$ cat src/rtl/mul_red_pkg.sv
// Shared definitions for the multiply/reduce sequencing controller:
// op encodings, FSM states, datapath select bundle and per-op skew.
package mul_red_pkg;

    localparam int SKEW_K4_NTT = 7;
    localparam int SKEW_INTT   = 1;
    localparam int SKEW_MAX    = SKEW_K4_NTT;

    typedef enum logic [2:0] {
        OP_K2_NTT  = 3'd0,
        OP_K4_NTT  = 3'd1,
        OP_K4_INTT = 3'd2,
        OP_K2_INTT = 3'd3,
        OP_D2_NTT  = 3'd4,
        OP_D2_INTT = 3'd5
    } op_e;

    typedef enum logic [1:0] {
        ST_IDLE,
        ST_RUN,
        ST_DRAIN,
        ST_DONE
    } state_e;

    // Datapath select bundle, held constant for a whole job.
    typedef struct packed {
        logic       mul_red_mode;  // 0 K_redu, 1 D_redu
        logic [1:0] sel_a;
        logic       sel_d_2_intt;
        logic       sel_k_4_ntt;
    } sel_t;

    function automatic sel_t op_to_sel(input logic [2:0] op);
        sel_t s;
        s = '0;
        case (op)
            OP_K4_NTT: begin
                s.sel_a       = 2'd1;
                s.sel_k_4_ntt = 1'b1;
            end
            OP_K4_INTT: begin
                s.sel_a = 2'd2;
            end
            OP_D2_NTT: begin
                s.mul_red_mode = 1'b1;
            end
            OP_D2_INTT: begin
                s.mul_red_mode = 1'b1;
                s.sel_a        = 2'd2;
                s.sel_d_2_intt = 1'b1;
            end
            default: s = '0;
        endcase
        return s;
    endfunction

    // Extra operand skew the datapath adds on top of its base latency.
    function automatic logic [3:0] op_skew(input logic [2:0] op);
        logic [3:0] k;
        k = 4'd0;
        case (op)
            OP_K4_NTT:  k = 4'(SKEW_K4_NTT);
            OP_K4_INTT: k = 4'(SKEW_INTT);
            OP_D2_INTT: k = 4'(SKEW_INTT);
            default:    k = 4'd0;
        endcase
        return k;
    endfunction

endpackage

$ cat src/rtl/mul_red_vpipe.sv
// {valid,last} delay line with a runtime tap. Stages past the tap are
// forced empty so a later job with a deeper tap never sees stale entries.
module mul_red_vpipe #(
    parameter int DEPTH = 10,
    parameter int TAP_W = $clog2(DEPTH)
) (
    input  logic             clk,
    input  logic             rst,
    input  logic             in_valid,
    input  logic             in_last,
    input  logic [TAP_W-1:0] tap,
    output logic             out_valid,
    output logic             out_last,
    output logic             pre_last
);

    logic [DEPTH-1:0] v_q;
    logic [DEPTH-1:0] l_q;

    // Shift entries toward the tap; anything beyond the tap is dropped.
    always_ff @(posedge clk or posedge rst) begin
        // NOTE: every stage is reset, not just the tap, because a reset
        // mid-job must discard all in-flight results.
        if (rst) begin
            v_q <= '0;
            l_q <= '0;
        end else begin
            v_q[0] <= in_valid;
            l_q[0] <= in_valid & in_last;
            for (int i = 1; i < DEPTH; i++) begin
                v_q[i] <= (TAP_W'(i) <= tap) ? v_q[i-1] : 1'b0;
                l_q[i] <= (TAP_W'(i) <= tap) ? l_q[i-1] : 1'b0;
            end
        end
    end

    assign out_valid = v_q[tap];
    assign out_last  = l_q[tap];
    // Final result reaches the tap on the next cycle.
    assign pre_last  = (tap == '0) ? (in_valid & in_last) : l_q[tap - TAP_W'(1)];

endmodule

$ cat src/rtl/mul_red_sched.sv
// Job sequencer for the shared 2x12b multiply/reduce datapath: latches
// selects, gates operand beats, aligns out_valid/out_last with the result
// and drains the pipe before signalling done.
module mul_red_sched
    import mul_red_pkg::*;
#(
    parameter int MUL_LAT = 3,
    parameter int LEN_W   = 9
) (
    input  logic             clk,
    input  logic             rst,
    input  logic             start,
    input  logic [2:0]       op,
    input  logic [LEN_W-1:0] len,
    input  logic             in_valid,
    output logic             in_ready,
    output logic             busy,
    output logic             done,
    output logic             err_op,
    output logic             out_valid,
    output logic             out_last,
    output logic             mul_Red_mode,
    output logic [1:0]       sel_a,
    output logic             sel_D_2_INTT,
    output logic             sel_K_4_NTT
);

    localparam int DEPTH = MUL_LAT + SKEW_MAX;
    localparam int TAP_W = $clog2(DEPTH);

    state_e           state;
    sel_t             sel_q;
    logic [LEN_W-1:0] len_q;
    logic [LEN_W-1:0] cnt;
    logic [TAP_W-1:0] tap_q;
    logic             beat;
    logic             beat_last;
    logic             pre_last;

    assign beat      = in_valid & in_ready;
    assign beat_last = (cnt == len_q - LEN_W'(1));

    // Job FSM with beat counter, select/tap latch and registered handshakes.
    always_ff @(posedge clk or posedge rst) begin
        if (rst) begin
            state    <= ST_IDLE;
            sel_q    <= '0;
            len_q    <= '0;
            cnt      <= '0;
            tap_q    <= '0;
            in_ready <= 1'b0;
            busy     <= 1'b0;
            done     <= 1'b0;
            err_op   <= 1'b0;
        end else begin
            // NOTE: non-blocking throughout, so every branch below sees the
            // pre-edge values of state/cnt regardless of statement order.
            done   <= 1'b0;
            err_op <= 1'b0;
            case (state)
                ST_IDLE: begin
                    if (start) begin
                        if (op > 3'd5) begin
                            err_op <= 1'b1;
                        end else if (len == '0) begin
                            busy  <= 1'b1;
                            state <= ST_DONE;
                        end else begin
                            sel_q    <= op_to_sel(op);
                            tap_q    <= TAP_W'(MUL_LAT + int'(op_skew(op)) - 1);
                            len_q    <= len;
                            cnt      <= '0;
                            busy     <= 1'b1;
                            in_ready <= 1'b1;
                            state    <= ST_RUN;
                        end
                    end
                end
                ST_RUN: begin
                    if (beat) begin
                        cnt <= cnt + LEN_W'(1);
                        if (beat_last) begin
                            in_ready <= 1'b0;
                            state    <= ST_DRAIN;
                        end
                    end
                end
                ST_DRAIN: begin
                    // Enter DONE as the final result hits the output, so
                    // done follows out_last by exactly one cycle.
                    if (pre_last || out_last) begin
                        state <= ST_DONE;
                    end
                end
                ST_DONE: begin
                    done  <= 1'b1;
                    busy  <= 1'b0;
                    state <= ST_IDLE;
                end
                default: state <= ST_IDLE;
            endcase
        end
    end

    mul_red_vpipe #(
        .DEPTH (DEPTH),
        .TAP_W (TAP_W)
    ) u_vpipe (
        .clk       (clk),
        .rst       (rst),
        .in_valid  (beat),
        .in_last   (beat_last),
        .tap       (tap_q),
        .out_valid (out_valid),
        .out_last  (out_last),
        .pre_last  (pre_last)
    );

    assign mul_Red_mode = sel_q.mul_red_mode;
    assign sel_a        = sel_q.sel_a;
    assign sel_D_2_INTT = sel_q.sel_d_2_intt;
    assign sel_K_4_NTT  = sel_q.sel_k_4_ntt;

endmodule
$ cat config.mk
export PLATFORM = sky130hd
export DESIGN_NAME = mul_red_sched
export DESIGN_NICKNAME = d
export VERILOG_FILES = /design/src/rtl/mul_red_pkg.sv /design/src/rtl/mul_red_vpipe.sv /design/src/rtl/mul_red_sched.sv
export SDC_FILE = /design/constraint.sdc
export NUM_CORES = 1
export LEC_CHECK = 0
export ABC_AREA = 1
export BUFFER_PORTS_ARGS = -buffer_cell sky130_fd_sc_hd__buf_2
export CAP_MARGIN = 0
export CORE_ASPECT_RATIO = 0.5
export CORE_MARGIN = 2
export CORE_UTILIZATION = 45
export DETAILED_ROUTE_END_ITERATION = 10
export PLACE_DENSITY = 0.67
export SYNTH_ARGS = -nofsm -noshare
export SYNTH_HDL_FRONTEND = slang
export SYNTH_SLANG_ARGS = --single-unit
$ cat constraint.sdc
create_clock -name clk -period 2 [get_ports clk]
set_input_delay 0.3 -clock clk [delete_from_list [all_inputs] [get_ports clk]]
set_output_delay 0.3 -clock clk [all_outputs]
set_load 0.02 [all_outputs]
* After elaboration in Yosys (flattened, before gate mapping)
Cells that the tools add are included.
** Storage, ports and cells
- Logic and storage cells :: 121
- Flip-flop bits (word level) :: 53
- Output and inout port bits :: 11
- Bits of input ports :: 16
** Cells by class
- Magnitude comparators :: 12
- Add/sub/neg operators :: 5
- Equal/unequal tests :: 14
- Mux-type cells :: 59
- Reductions and logical operators :: 13
- Bitwise operators :: 4
** Operators with widths (number)
- $mux W1 :: 36
- $mux W9 :: 4
- $pmux W9 S2 :: 1
- $le A3 B4 Y1 const A :: 4
- $mux W4 :: 4
- $bmux W1 S4 :: 3
- $mux W2 :: 6
- $lt A4 B5 Y1 const B :: 2
- $reduce_and A5 Y1 :: 2
- $add A9 B1 Y9 const B :: 1
- $eq A9 B9 Y1 :: 1
- $logic_not A9 Y1 :: 1
- $sub A9 B1 Y9 const B :: 1
- $le A2 B4 Y1 const A :: 2
- $le A4 B4 Y1 const A :: 2
- $ne A2 B2 Y1 const B :: 4
- $pmux W2 S4 :: 1
- $sub A4 B1 Y4 const B :: 2
- $eq A3 B3 Y1 const B :: 2
- $pmux W3 S2 :: 1
- $reduce_and A6 Y1 :: 1
- $add A2 B4 Y4 const A :: 1
- $eq A2 B2 Y1 const B :: 2
- $le A1 B4 Y1 const A :: 1
- other kinds (16) :: 22

* Logic depth before layout (Yosys ltp)
Gate-level depths: netlist of the first run.
- Depth in word-level cells :: 9
- Mapped depth :: 15

* Hierarchy
From an unflattened synthesis of the first run, not the netlist that was laid out.
** Second synthesis, totals
- Cell total of the unflattened synthesis :: 408
- Area total of the unflattened synthesis :: 3055.4 um^2
** By module, submodules not included
- mul_red_sched :: cells an instance 255, area an instance 1886.8 um^2, times used 1
- mul_red_vpipe :: cells an instance 153, area an instance 1168.6 um^2, times used 1

* Worst setup path before layout of the first run
No wires, ideal clock.
- Path type :: register to register
- Start point :: reg tap_q[0]
- End point :: reg state[0]
- Library setup time :: 117 ps
- Cell stages (with the launch flop) :: 13
- Arrival time :: 1859 ps
- Path slack :: 25 ps
- Path buffers :: 1
- Period minus slack after synthesis :: 1975 ps
- Path through :: dfrtp_1 inv_2 buf_2 ha_1 ha_1 nor3_1 o211ai_1 a21oi_1 nor2_1 nand2_1 nand2_2 nand2_1 nand2_1
** On the way
- Longest elaborated chain between the ends :: 7
- Elaborated cells on any way between the ends :: 10
- Classes of those cells :: add/sub (1); eq/ne (1); mux (5); reduce/logical (3)
** RTL lines
- start: declaration :: RTL line mul_red_sched.sv:35 : logic [TAP_W-1:0] tap_q;
- start signal: assignment :: RTL line mul_red_sched.sv:70 : tap_q <= TAP_W'(MUL_LAT + int'(op_skew(op)) - 1);
- $sub A4 B1 Y4 :: RTL line mul_red_vpipe.sv:40 : assign pre_last = (tap == '0) ? (in_valid & in_last) : l_q[tap - TAP_W'(1)];
- $bmux W1 S4 :: RTL line mul_red_vpipe.sv:40
- $mux W1 (implied by the code) :: RTL line mul_red_vpipe.sv:40
- $mux W1 :: RTL line mul_red_vpipe.sv:40
- $logic_or A1 B1 Y1 (*) :: RTL line mul_red_sched.sv:91 : if (pre_last || out_last) begin
- $ne A2 B2 Y1 (no source line) (*)
- $reduce_and A5 Y1 (no source line) (*)
- end signal: assignment :: RTL line mul_red_sched.sv:92 : state <= ST_DONE;
- end signal: assignment :: RTL line mul_red_sched.sv:98 : state <= ST_IDLE;
- end signal: assignment :: RTL line mul_red_sched.sv:100 : default: state <= ST_IDLE;
- end: declaration :: RTL line mul_red_sched.sv:31 : state_e state;
Mark *: on every way between the ends. The rest lies on a longest branch, timed or not. The select of a mux whose other input is x is not followed.
A chain may end at the register's enable or synchronous reset.

* Worst setup path in the final report of the first run
- Start point :: reg tap_q[1]
- End point :: reg state[1]
The elaborated chain is that of the path after synthesis.

==> results of run 1 <==
## layer usage
layer,GRT usage (%),share of wire [%],vias up
met3,4.81,2.8,8
met4,6.88,1.6,0
met1,22.3,46,1091
li1,-,-,1203
met2,33.8,49,22
met5,0,0,-
## cells by family after synthesis
logic type                 Yosys count
AOI/OAI and AO/OA                   35
xor gates and xnor gates            11
adders and majority gates           10
buffers and inverters               71
DFF                                 50
and+or+nand+nor                    192
## power by group through the flow
stage / Clock (mW) / Combinational (mW) / Sequential [mW]
global route: 0.949 / 2.72 / 1.53
CTS: 0.910 / 2.35 / 1.49
detailed placement: 0 / 2.34 / 1.51
finish: 0.890 / 2.38 / 1.49
floorplan: 0 / 1.69 / 1.55
global placement: 0 / 2.26 / 1.50
## flip-flops by register name (all words and copies together) (netlist names)
signal and flops:
done 1, err_op 1, cnt 9, state 2, len_q 9, sel_a 1, u_vpipe.l_q 10, tap_q 2
mul_Red_mode 1, busy 1, sel_D_2_INTT 1, sel_K_4_NTT 1, u_vpipe.v_q 10, in_ready 1
## per-stage QoR
step | power [mW] | cell area, um2 | hold WS [ns]
4_1_cts | 4.75 | 3190 | 0.0443
5_1_grt | 5.19 | 3210 | 0.0841
3_5_place_dp | 3.84 | 3040 | 0.369
6_report | 4.76 | 3210 | 0.0300
2_1_floorplan | 3.24 | 2780 | 0.410
3_3_place_gp | 3.76 | 3040 | 0.352
## path summary, 6_finish.rpt
kind,end,depth (start not counted),slack [ns]
max,state[1]$_DFFE_PP0P_,11,0.11
min,sel_D_2_INTT$_DFFE_PP0P_,2,0.03
max reg2reg,state[1]$_DFFE_PP0P_,11,0.11
min reg2reg,u_vpipe.v_q[8]$_DFF_PP0_,2,0.44
max in group asynchronous,in_ready$_DFFE_PP0P_,3,1.38
min in group clk,len_q[7]$_DFFE_PP0P_,3,0.21
## area by class of cell
class | count | area (um2) | area share (%)
Multi-Input combinational cell | 248 | 1260 | 39.4
Sequential cell | 50 | 1250 | 39.0
Tap cell | 77 | 96.3 | 3.00
Clock inverter | 2 | 17.5 | 0.546
Timing Repair Buffer | 36 | 205 | 6.39
Inverter | 63 | 236 | 7.37
Clock buffer | 6 | 139 | 4.33
## layout by cell type, fill, tap and decap left out, types with 5 or more instances in the layout
master | synthesis | layout
buf_4 | 2 | 10
buf_2 | 5 | 26
nand3_1 | 22 | 22
nor2_2 | 5 | 5
inv_1 | 54 | 52
clkbuf_16 | 0 | 5
xor2_1 | 7 | 7
o21ai_1 | 9 | 9
a21oi_1 | 7 | 7
o21ai_0 | 8 | 8
nor2_1 | 34 | 34
nand2_2 | 5 | 6
dfrtp_1 | 50 | 50
nand2_1 | 112 | 111
ha_1 | 10 | 8
inv_2 | 9 | 11
o211ai_1 | 5 | 5
## worst reg2reg max path: stages (launching register included)
cell and delay, ns:
dfrtp_1 0.41, inv_2 0.10, ha_4 0.18, ha_1 0.29
nor3_1 0.18, o211ai_1 0.11, a21oi_1 0.15, nor2_1 0.05
nand2_1 0.11, nand2_2 0.07, nand2_1 0.07, nand2_1 0.06
## timing repair
action,in CTS,in global routing
setup endpoints to repair,0,12
gates resized for setup,0,5
buffers inserted,0,0
==> key figures, run 1 <==
Run status
  – Status: finished clean

STA
  – Setup TNS: 0 ns
  – Max Freq: 529 MHz
  – Final setup vio count: 0
  – Final worst-path cycle share: 94.4%
  – Worst-Margin Slew: 0.514 ns
  – Slew margin rel.: 65.7%
  – Final Critical Period: 1.89 ns
  – Pins over their slew limit: 0
  – Unrepaired setup endpoints after global routing: no
  – Hold Vio Cnt, Final: 0
  – Worst clock skew: 0.00441 ns
  – Final worst setup slack: 0.111 ns

Synth
  – Post-synth top area share: 45.0%
  – Seq cells post-synth: 50
  – Post-Synth XOR/XNOR Area: 3.47%
  – Post-synth ARST share: 100%
  – Most common cell in the netlist: nand2_1
  – Synth warnings: 0
  – Combinational family with the most area after synthesis: simple AND/OR/NAND/NOR gates
  – Dominant cell type by area after synthesis: dfrtp_1
  – Mux cell area share after synthesis: 0%
  – Post-synth EDFFs: 0
  – Netlist cell types: 32
  – Mapped Avg Cell Area: 7.53 um2
  – Prevailing post-synth register cell: dfrtp_1
  – Area contributors post-synth: dfrtp_1, nand2_1, inv_1
  – Mapped Area: 2780 um2
  – Post-synthesis simple-gate area fraction: 29.3%
  – Synth cell count leaders: nand2_1, inv_1, dfrtp_1
  – Register area share after synthesis: 45.0%
  – Adder-Cell Fraction of Synth Area: 4.50%
  – Cells after synthesis: 369
  – Syn Nets: 395
  – Complex-gate fraction of the synthesized area: 7.65%

CTS
  – CTS tree: built
  – H-tree levels: 2
  – Clock Path Buffers: 2
  – Clk pin slew, worst setup/hold paths: 0.07 ns
  – TritonCTS Buffers: 5
  – Clk Tree Root Cell: clkbuf_16
  – Clock sink total: 50
  – Clock latency on the worst-skew pair: 0.30 ns
  – Hold buffer count at cts: 0

GRT
  – Vias in the first global route: 2276
  – Total gr overflow: 0
  – First-pass GRT wire length: 9960 um
  – Largest net degree at the start of global routing: 25
  – Initial antenna violation count: 0
  – GR Util All Layers: 18.8%

Worst setup path
  – WS Path Type: reg2reg
  – Critical Path, Cell by Cell: inv_2 > ha_4 > ha_1 > nor3_1 > o211ai_1 > a21oi_1 > nor2_1 > nand2_1 > nand2_2 > nand2_1 > nand2_1
  – Slowest CP cell: dfrtp_1
  – CP Launch Point: tap_q[1]$_DFFE_PP0P_
  – Required time of the critical path: 2.19 ns
  – CP startpoint kind: flip-flop
  – Bufs and invs on worst path: 1
  – Family with the most delay on the worst path: simple AND/OR/NAND/NOR gates
  – Worst path arrival time: 2.08 ns
  – CP max FO: 5
  – CP most frequent cell: nand2_1
  – FF-to-FF Start: tap_q[1]$_DFFE_PP0P_
  – Crit. End Element: flip-flop
  – Max stage delay on crit path: 0.41 ns

Die
  – Die width: 115 um
  – Die height: 59.6 um
  – Die area: 6860 um2
  – Row count: 20
  – Initial Utilization: 46.3%
  – # IOs: 27
  – Core Footprint: 6010 um2

Placement
  – Placed cells: 474
  – HPWL after DPL: 4450 um
  – Placer Congestion: 0.877
  – Buffers on Ports: 26
  – Pre-CTS setup slack: 0.0276 ns

Power
  – NetSw: 2.11 mW
  – Switching part of the total: 44.3%
  – Clock share of power: 18.7%
  – Comb power frac: 50.0%
  – Cell Int Power: 2.65 mW
  – Lkg Pwr: 1.76 nW
  – Reg power frac: 31.3%
  – Cell Pwr Density: 1480 nW/um2
  – Worst ir drop on vdd: 500 uV

Final layout
  – # fillers: 576
  – ANT cells: 0
  – Finished Layout Cells: 482
  – Layout area overhead: 15.5%
  – Layout cells sized above 1: 18.0%
  – Final nets: 430
  – Final Util: 53.5%

Drt
  – Initial DRT Pass Iterations: 4
  – Via count: 2324
  – Aggregate routed wire length: 5740 um
  – DR WL/cell: 11.9 um
  – DRT antenna net count: 0
  – DR iter-0 viols: 46
  – Residual DRC: 0
  – Post-DR vias/cell: 4.82

Flow run
  – Max-Cap Viols: 0

Worst hold path
  – Worst Hold Class: in2async
No activity file was read; power rests on OpenSTA's default activity.
==> run 2: changes to the inputs <==
==> constraint.sdc (replaced) <==
create_clock -name clk -period 2 [get_ports clk]
set_input_delay 0 -clock clk [delete_from_list [all_inputs] [get_ports clk]]
set_output_delay 0 -clock clk [all_outputs]
set_load 0.02 [all_outputs]
==> key figures, run 2 (synthesis gave the netlist of run 1 again) <==
Worst hold path
  – Start point of the worst hold path: op[0]
  – Hold Path End: sel_D_2_INTT$_DFFE_PP0P_
  – Min-Delay Path Depth: 3
  – Worst Hold Class: in2reg

Placement
  – Placer Congestion: 0.899 (+2.5%)
  – Buffers on Ports: 26 (unchanged)
  – HPWL after DPL: 4200 um (-5.7%)
  – Pre-CTS setup slack: 0.103 ns (+0.0754 ns)
  – Post-placement cell area: 3040 um2 (unchanged)
  – Placed cells: 474 (unchanged)

Worst setup path
  – Crit. End Element: flip-flop
  – Worst r2r dst: len_q[4]$_DFFE_PP0P_
  – WS Path Type: reg2reg
  – Worst path arrival time: 1.98 ns (-0.10 ns)
  – Required time of the critical path: 2.17 ns (-0.02 ns)
  – R2R depth: 9 (-2)
  – Worst reg-to-reg setup slack: 0.19 ns (+0.08 ns)
  – CP startpoint kind: flip-flop
  – FF-to-FF Start: state[0]$_DFFE_PP0P_
  – CP max FO: 17 (+12)

Final layout
  – # fillers: 572 (-0.69%)
  – Largest registers: u_vpipe.l_q x10, u_vpipe.v_q x10
  – Finished Layout Cells: 498 (+3.3%)
  – Finished layout cell area: 3370 um2 (+4.8%)
  – Layout area overhead: 21.1%
  – Final nets: 446 (+3.7%)
  – Area of the multi-input gates: 1270 um2 (+0.59%)
  – Layout cells sized above 1: 18.1% (+0.028 points)
  – Most common cell after layout, fill and taps aside: nand2_1
  – Final Util: 56.0% (+2.6 points)
  – ANT cells: 0 (unchanged)
  – Most frequent cells in the layout: nand2_1, inv_1, dfrtp_1
  – Register Area: 1250 um2 (unchanged)

GRT
  – Largest net degree at the start of global routing: 19 (-24%)
  – GR Util All Layers: 18.3% (-0.56 points)
  – Initial antenna violation count: 0 (unchanged)
  – Vias in the first global route: 2286 (+0.44%)
  – First-pass GRT wire length: 9810 um (-1.5%)
  – Total gr overflow: 0 (unchanged)

CTS
  – Clock Path Buffers: 2 (unchanged)
  – Clock sink total: 50 (unchanged)
  – CTS tree: built
  – Clk Tree Root Cell: clkbuf_16
  – Clk pin slew, worst setup/hold paths: 0.07 ns (about the same)
  – Clock latency on the worst-skew pair: 0.29 ns (about the same)
  – TritonCTS Buffers: 5 (unchanged)
  – H-tree levels: 2 (unchanged)

Power
  – Cell Pwr Density: 1430 nW/um2 (-3.7%)
  – Lkg Pwr: 1.84 nW (+4.1%)
  – Clock share of power: 18.2% (-0.5 points)
  – NetSw: 2.12 mW (+0.45%)
  – Reg power frac: 30.5% (-0.8 points)
  – Cell Int Power: 2.69 mW (+1.3%)
  – Comb power frac: 51.3% (+1.3 points)
  – Switching part of the total: 44.1% (-0.22 points)
  – Total Power: 4.80 mW (+0.95%)
  – Worst ir drop on vdd: 528 uV (+5.6%)

Die
  – # IOs: 27 (unchanged)
  – Row count: 20 (unchanged)
  – Die width: 115 um (unchanged)
  – Die area: 6860 um2 (unchanged)
  – Initial Utilization: 46.3% (unchanged)
  – Core Footprint: 6010 um2 (unchanged)
  – Die height: 59.6 um (unchanged)

STA
  – Final worst-path cycle share: 90.5% (-4.0 points)
  – Pins over their slew limit: 0 (unchanged)
  – Slew margin rel.: 72.2% (+6.5 points)
  – Worst clock skew: 0.00738 ns (+0.00297 ns)
  – Worst-Margin Slew: 0.414 ns (-0.100 ns)
  – Unrepaired setup endpoints after global routing: no
  – Hold Vio Cnt, Final: 0 (unchanged)
  – Final worst setup slack: 0.191 ns (+0.0794 ns)
  – Max Freq: 553 MHz (+4.4%)
  – Worst hold margin: 0.0124 ns (-0.0176 ns)
  – Final Critical Period: 1.81 ns (-0.0794 ns)
  – Final setup vio count: 0 (unchanged)
  – Setup TNS: 0 ns (unchanged)

Drt
  – Aggregate routed wire length: 5650 um (-1.4%)
  – DRT antenna net count: 0 (unchanged)
  – DR iter-0 viols: 92 (+100%)
  – Post-DR vias/cell: 4.80 (-0.46%)
  – Via count: 2390 (+2.8%)
  – Residual DRC: 0 (unchanged)
  – DR WL/cell: 11.4 um (-4.6%)
  – Initial DRT Pass Iterations: 4 (unchanged)

Flow run
  – Max-Cap Viols: 0 (unchanged)

Run status
  – Status: finished clean
==> run 2: timing repair <==
| item | 4_1_cts | 5_1_grt |
|---|---|---|
| resized for setup | 0 | 5 |
| setup endpoints to repair | 0 | 3 |
| buffers inserted | 0 | 4 |
| hold buffers | 12 | 0 |
| endpoints found under the hold margin | 26 | 0 |
==> run 2: layout make-up <==
type                    instances  area share, %
well taps                      77           2.86
inverters                      63           7.03
clock buffers                   5           3.72
clock inverters                 3          0.855
multi-input cells             248           37.8
flip-flops and latches         50           37.2
repair buffers                 52           10.6
==> run 2: layer usage <==
metal	GRT usage, %	routed length [um]
met1	23.7	2650
met3	3.68	149
met4	4.13	48
met5	0	0
met2	32.1	2800
==> run 2: power by group through the flow <==
stage          Clock (mW)  Sequential (mW)  Combinational, mW
6_report            0.877             1.46               2.46
5_1_grt             0.941             1.50               2.80
4_1_cts             0.901             1.47               2.36
3_5_place_dp            0             1.49               2.32
3_3_place_gp            0             1.49               2.27
2_1_floorplan           0             1.55               1.69
==> run 2: worst max-delay path by stage <==
stage	to	cells after the start	slack, ns	startpoint
2_1_floorplan	state[0]$_DFFE_PP0P_	12	0.02	tap_q[0]$_DFFE_PP0P_
3_5_place_dp	state[0]$_DFFE_PP0P_	11	0.10	tap_q[1]$_DFFE_PP0P_
3_3_place_gp	state[0]$_DFFE_PP0P_	11	0.18	tap_q[1]$_DFFE_PP0P_
5_1_grt	state[1]$_DFFE_PP0P_	15	0.005	len_q[0]$_DFFE_PP0P_
4_1_cts	state[0]$_DFFE_PP0P_	11	0.08	tap_q[1]$_DFFE_PP0P_
6_report	len_q[4]$_DFFE_PP0P_	9	0.19	state[0]$_DFFE_PP0P_
==> run 2: critical path, stage by stage (launching register included) <==
cell and delay (ns):
dfrtp_1 0.42, inv_1 0.10, ha_1 0.26, inv_1 0.09
a21oi_2 0.25, nor2_1 0.13, nand2_1 0.14, inv_2 0.14
nand2_1 0.09, o21ai_1 0.07
==> run 3: changes to the inputs <==
--- a/config.mk
+++ b/config.mk
@@ -13,6 +13,7 @@
 export CORE_UTILIZATION = 45
 export DETAILED_ROUTE_END_ITERATION = 10
 export PLACE_DENSITY = 0.67
+export RECOVER_POWER = 100
 export SYNTH_ARGS = -nofsm -noshare
 export SYNTH_HDL_FRONTEND = slang
 export SYNTH_SLANG_ARGS = --single-unit
==> key figures, run 3 (synthesis gave the netlist of run 1 again) <==
STA
  – Max Freq: 540 MHz (-2.3%)
  – Final Critical Period: 1.85 ns (+0.0431 ns)
  – Worst hold margin: 0.0125 ns (+0.0000892 ns)
  – Unrepaired setup endpoints after global routing: no
  – Worst clock skew: 0.00758 ns (+0.000199 ns)
  – Final worst-path cycle share: 92.6% (+2.2 points)
  – Slew margin rel.: 42.3% (-30 points)
  – Final setup vio count: 0 (unchanged)
  – Hold Vio Cnt, Final: 0 (unchanged)
  – Worst-Margin Slew: 0.865 ns (+0.451 ns)
  – Pins over their slew limit: 0 (unchanged)
  – Setup TNS: 0 ns (unchanged)

Die
  – Initial Utilization: 46.3% (unchanged)
  – # IOs: 27 (unchanged)
  – Die area: 6860 um2 (unchanged)
  – Core Footprint: 6010 um2 (unchanged)
  – Die width: 115 um (unchanged)
  – Die height: 59.6 um (unchanged)
  – Row count: 20 (unchanged)

Worst setup path
  – CP most frequent cell: clkbuf_1
  – Worst path arrival time: 1.85 ns (-0.13 ns)
  – Bufs and invs on worst path: 3 (unchanged)
  – Slowest CP cell: dfrtp_1
  – Required time of the critical path: 2.00 ns (-0.17 ns)
  – Max stage delay on crit path: 0.38 ns (-0.04 ns)
  – Crit. End Element: output pin
  – CP max FO: 16 (-1)
  – Family with the most delay on the worst path: buffers and inverters
  – WS Path Type: reg2out
  – CP startpoint kind: flip-flop
  – Critical Path, Cell by Cell: buf_4 > nor2_1 > clkbuf_1 > o21ai_0 > o221ai_1 > clkbuf_1

Placement
  – HPWL after DPL: 4200 um (unchanged)
  – Placer Congestion: 0.899 (unchanged)
  – Placed cells: 474 (unchanged)
  – Post-placement cell area: 3040 um2 (unchanged)
  – Buffers on Ports: 26 (unchanged)

Flow run
  – Max-Cap Viols: 0 (unchanged)

Drt
  – Residual DRC: 0 (unchanged)
  – Aggregate routed wire length: 5690 um (+0.69%)
  – Initial DRT Pass Iterations: 4 (unchanged)
  – DR iter-0 viols: 97 (+5.4%)
  – DR WL/cell: 11.4 um (+0.69%)
  – DRT antenna net count: 0 (unchanged)
  – Post-DR vias/cell: 4.79 (-0.13%)
  – Via count: 2387 (-0.13%)

CTS
  – Clk Tree Root Cell: clkbuf_16
  – Clk pin slew, worst setup/hold paths: 0.07 ns (about the same)
  – Clock latency on the worst-skew pair: 0.29 ns (about the same)
  – Clock sink total: 50 (unchanged)
  – H-tree levels: 2 (unchanged)
  – CTS tree: built
  – TritonCTS Buffers: 5 (unchanged)
  – Clock Path Buffers: 2 (unchanged)

Final layout
  – ANT cells: 0 (unchanged)
  – # fillers: 573 (+0.17%)
  – Layout cells sized above 1: 14.5% (-3.6 points)
  – Most frequent cells in the layout: nand2_1, inv_1, dfrtp_1
  – Layout area overhead: 20.0%
  – Most common cell after layout, fill and taps aside: nand2_1
  – Largest registers: u_vpipe.l_q x10, u_vpipe.v_q x10
  – Finished Layout Cells: 498 (unchanged)
  – Final nets: 446 (unchanged)
  – Finished layout cell area: 3330 um2 (-0.93%)
  – Final Util: 55.5% (-0.52 points)

Run status
  – Status: finished clean

GRT
  – Vias in the first global route: 2286 (unchanged)
  – GR Util All Layers: 18.3% (unchanged)
  – First-pass GRT wire length: 9810 um (unchanged)
  – Total gr overflow: 0 (unchanged)
  – Initial antenna violation count: 0 (unchanged)
  – Largest net degree at the start of global routing: 19 (unchanged)

Power
  – Worst ir drop on vdd: 528 uV (about the same)
  – Lkg Pwr: 1.79 nW (-2.4%)
  – Cell Pwr Density: 1420 nW/um2 (-0.58%)

Worst hold path
  – Worst Hold Class: in2reg
==> run 3: cell count changes in the layout (fill, tap and decap cells not counted) <==
cell and change:
inv_2 -2, clkbuf_1 +13, o21ai_1 -7, inv_1 +2, buf_4 -6, buf_2 -11, o21ai_0 +7, clkbuf_2 +4
==> run 3: timing repair <==
action / 4_1_cts / 5_1_grt
endpoints found under the hold margin: 26 / 0
gates resized for setup: 0 / 5
setup endpoints to repair: 0 / 3
hold buffers: 12 / 0
buffers inserted: 0 / 4
==> run 3: layout make-up <==
class                           instances  area, um2  share of cell area (%)
Inverter                               63        236                    7.09
Sequential cell                        50       1250                    37.5
Timing Repair Buffer                   52        324                    9.72
Clock inverter                          3       28.8                   0.863
Clock buffer                            5        125                    3.75
Tap cell                               77       96.3                    2.89
Multi-Input combinational cell        248       1270                    38.2
==> run 3: stage by stage <==
step / worst slack, ns / total power [mW]
floorplan: 0.0248 / 3.24
global placement: 0.179 / 3.76
detailed placement: 0.103 / 3.81
CTS: 0.0761 / 4.73
global route: 0.00313 / 5.17
finish: 0.148 / 4.73
==> run 3: worst min-delay path, cell delays in order <==
cell,delay [ns]
buf_2,0.07
nand2_1,0.06
inv_1,0.12
==> run 3: power by group <==
| group | internal (mW) | switching (mW) | leakage [nW] |
|---|---|---|---|
| logic | 0.872 | 1.51 | 1.06 |
| clock network | 0.480 | 0.400 | 0.0763 |
| registers | 1.26 | 0.202 | 0.660 |
==> run 3: per-layer routing <==
layer	vias up	share of wire, %	wire length, um	GRT usage [%]
li1	1238	-	-	-
met1	1118	48	2720	23.7
met2	27	49	2790	32.1
met3	4	2.3	133	3.68
met4	0	0.84	48	4.13
met5	-	0	0	0
==> run 3: worst paths after layout <==
kind	start	endpoint	slack [ns]	cells after the start
worst max-delay path	sel_K_4_NTT$_DFFE_PP0P_	out_valid	0.15	6
worst min-delay path	in_valid	u_vpipe.v_q[0]$_DFF_PP0_	0.01	3
worst max register to register	state[0]$_DFFE_PP0P_	sel_D_2_INTT$_DFFE_PP0P_	0.17	8
worst min register to register	u_vpipe.v_q[5]$_DFF_PP0_	u_vpipe.v_q[6]$_DFF_PP0_	0.45	2
max in group asynchronous	rst	u_vpipe.v_q[1]$_DFF_PP0_	0.43	4
min in group asynchronous	rst	sel_a[1]$_DFFE_PP0P_	0.36	3
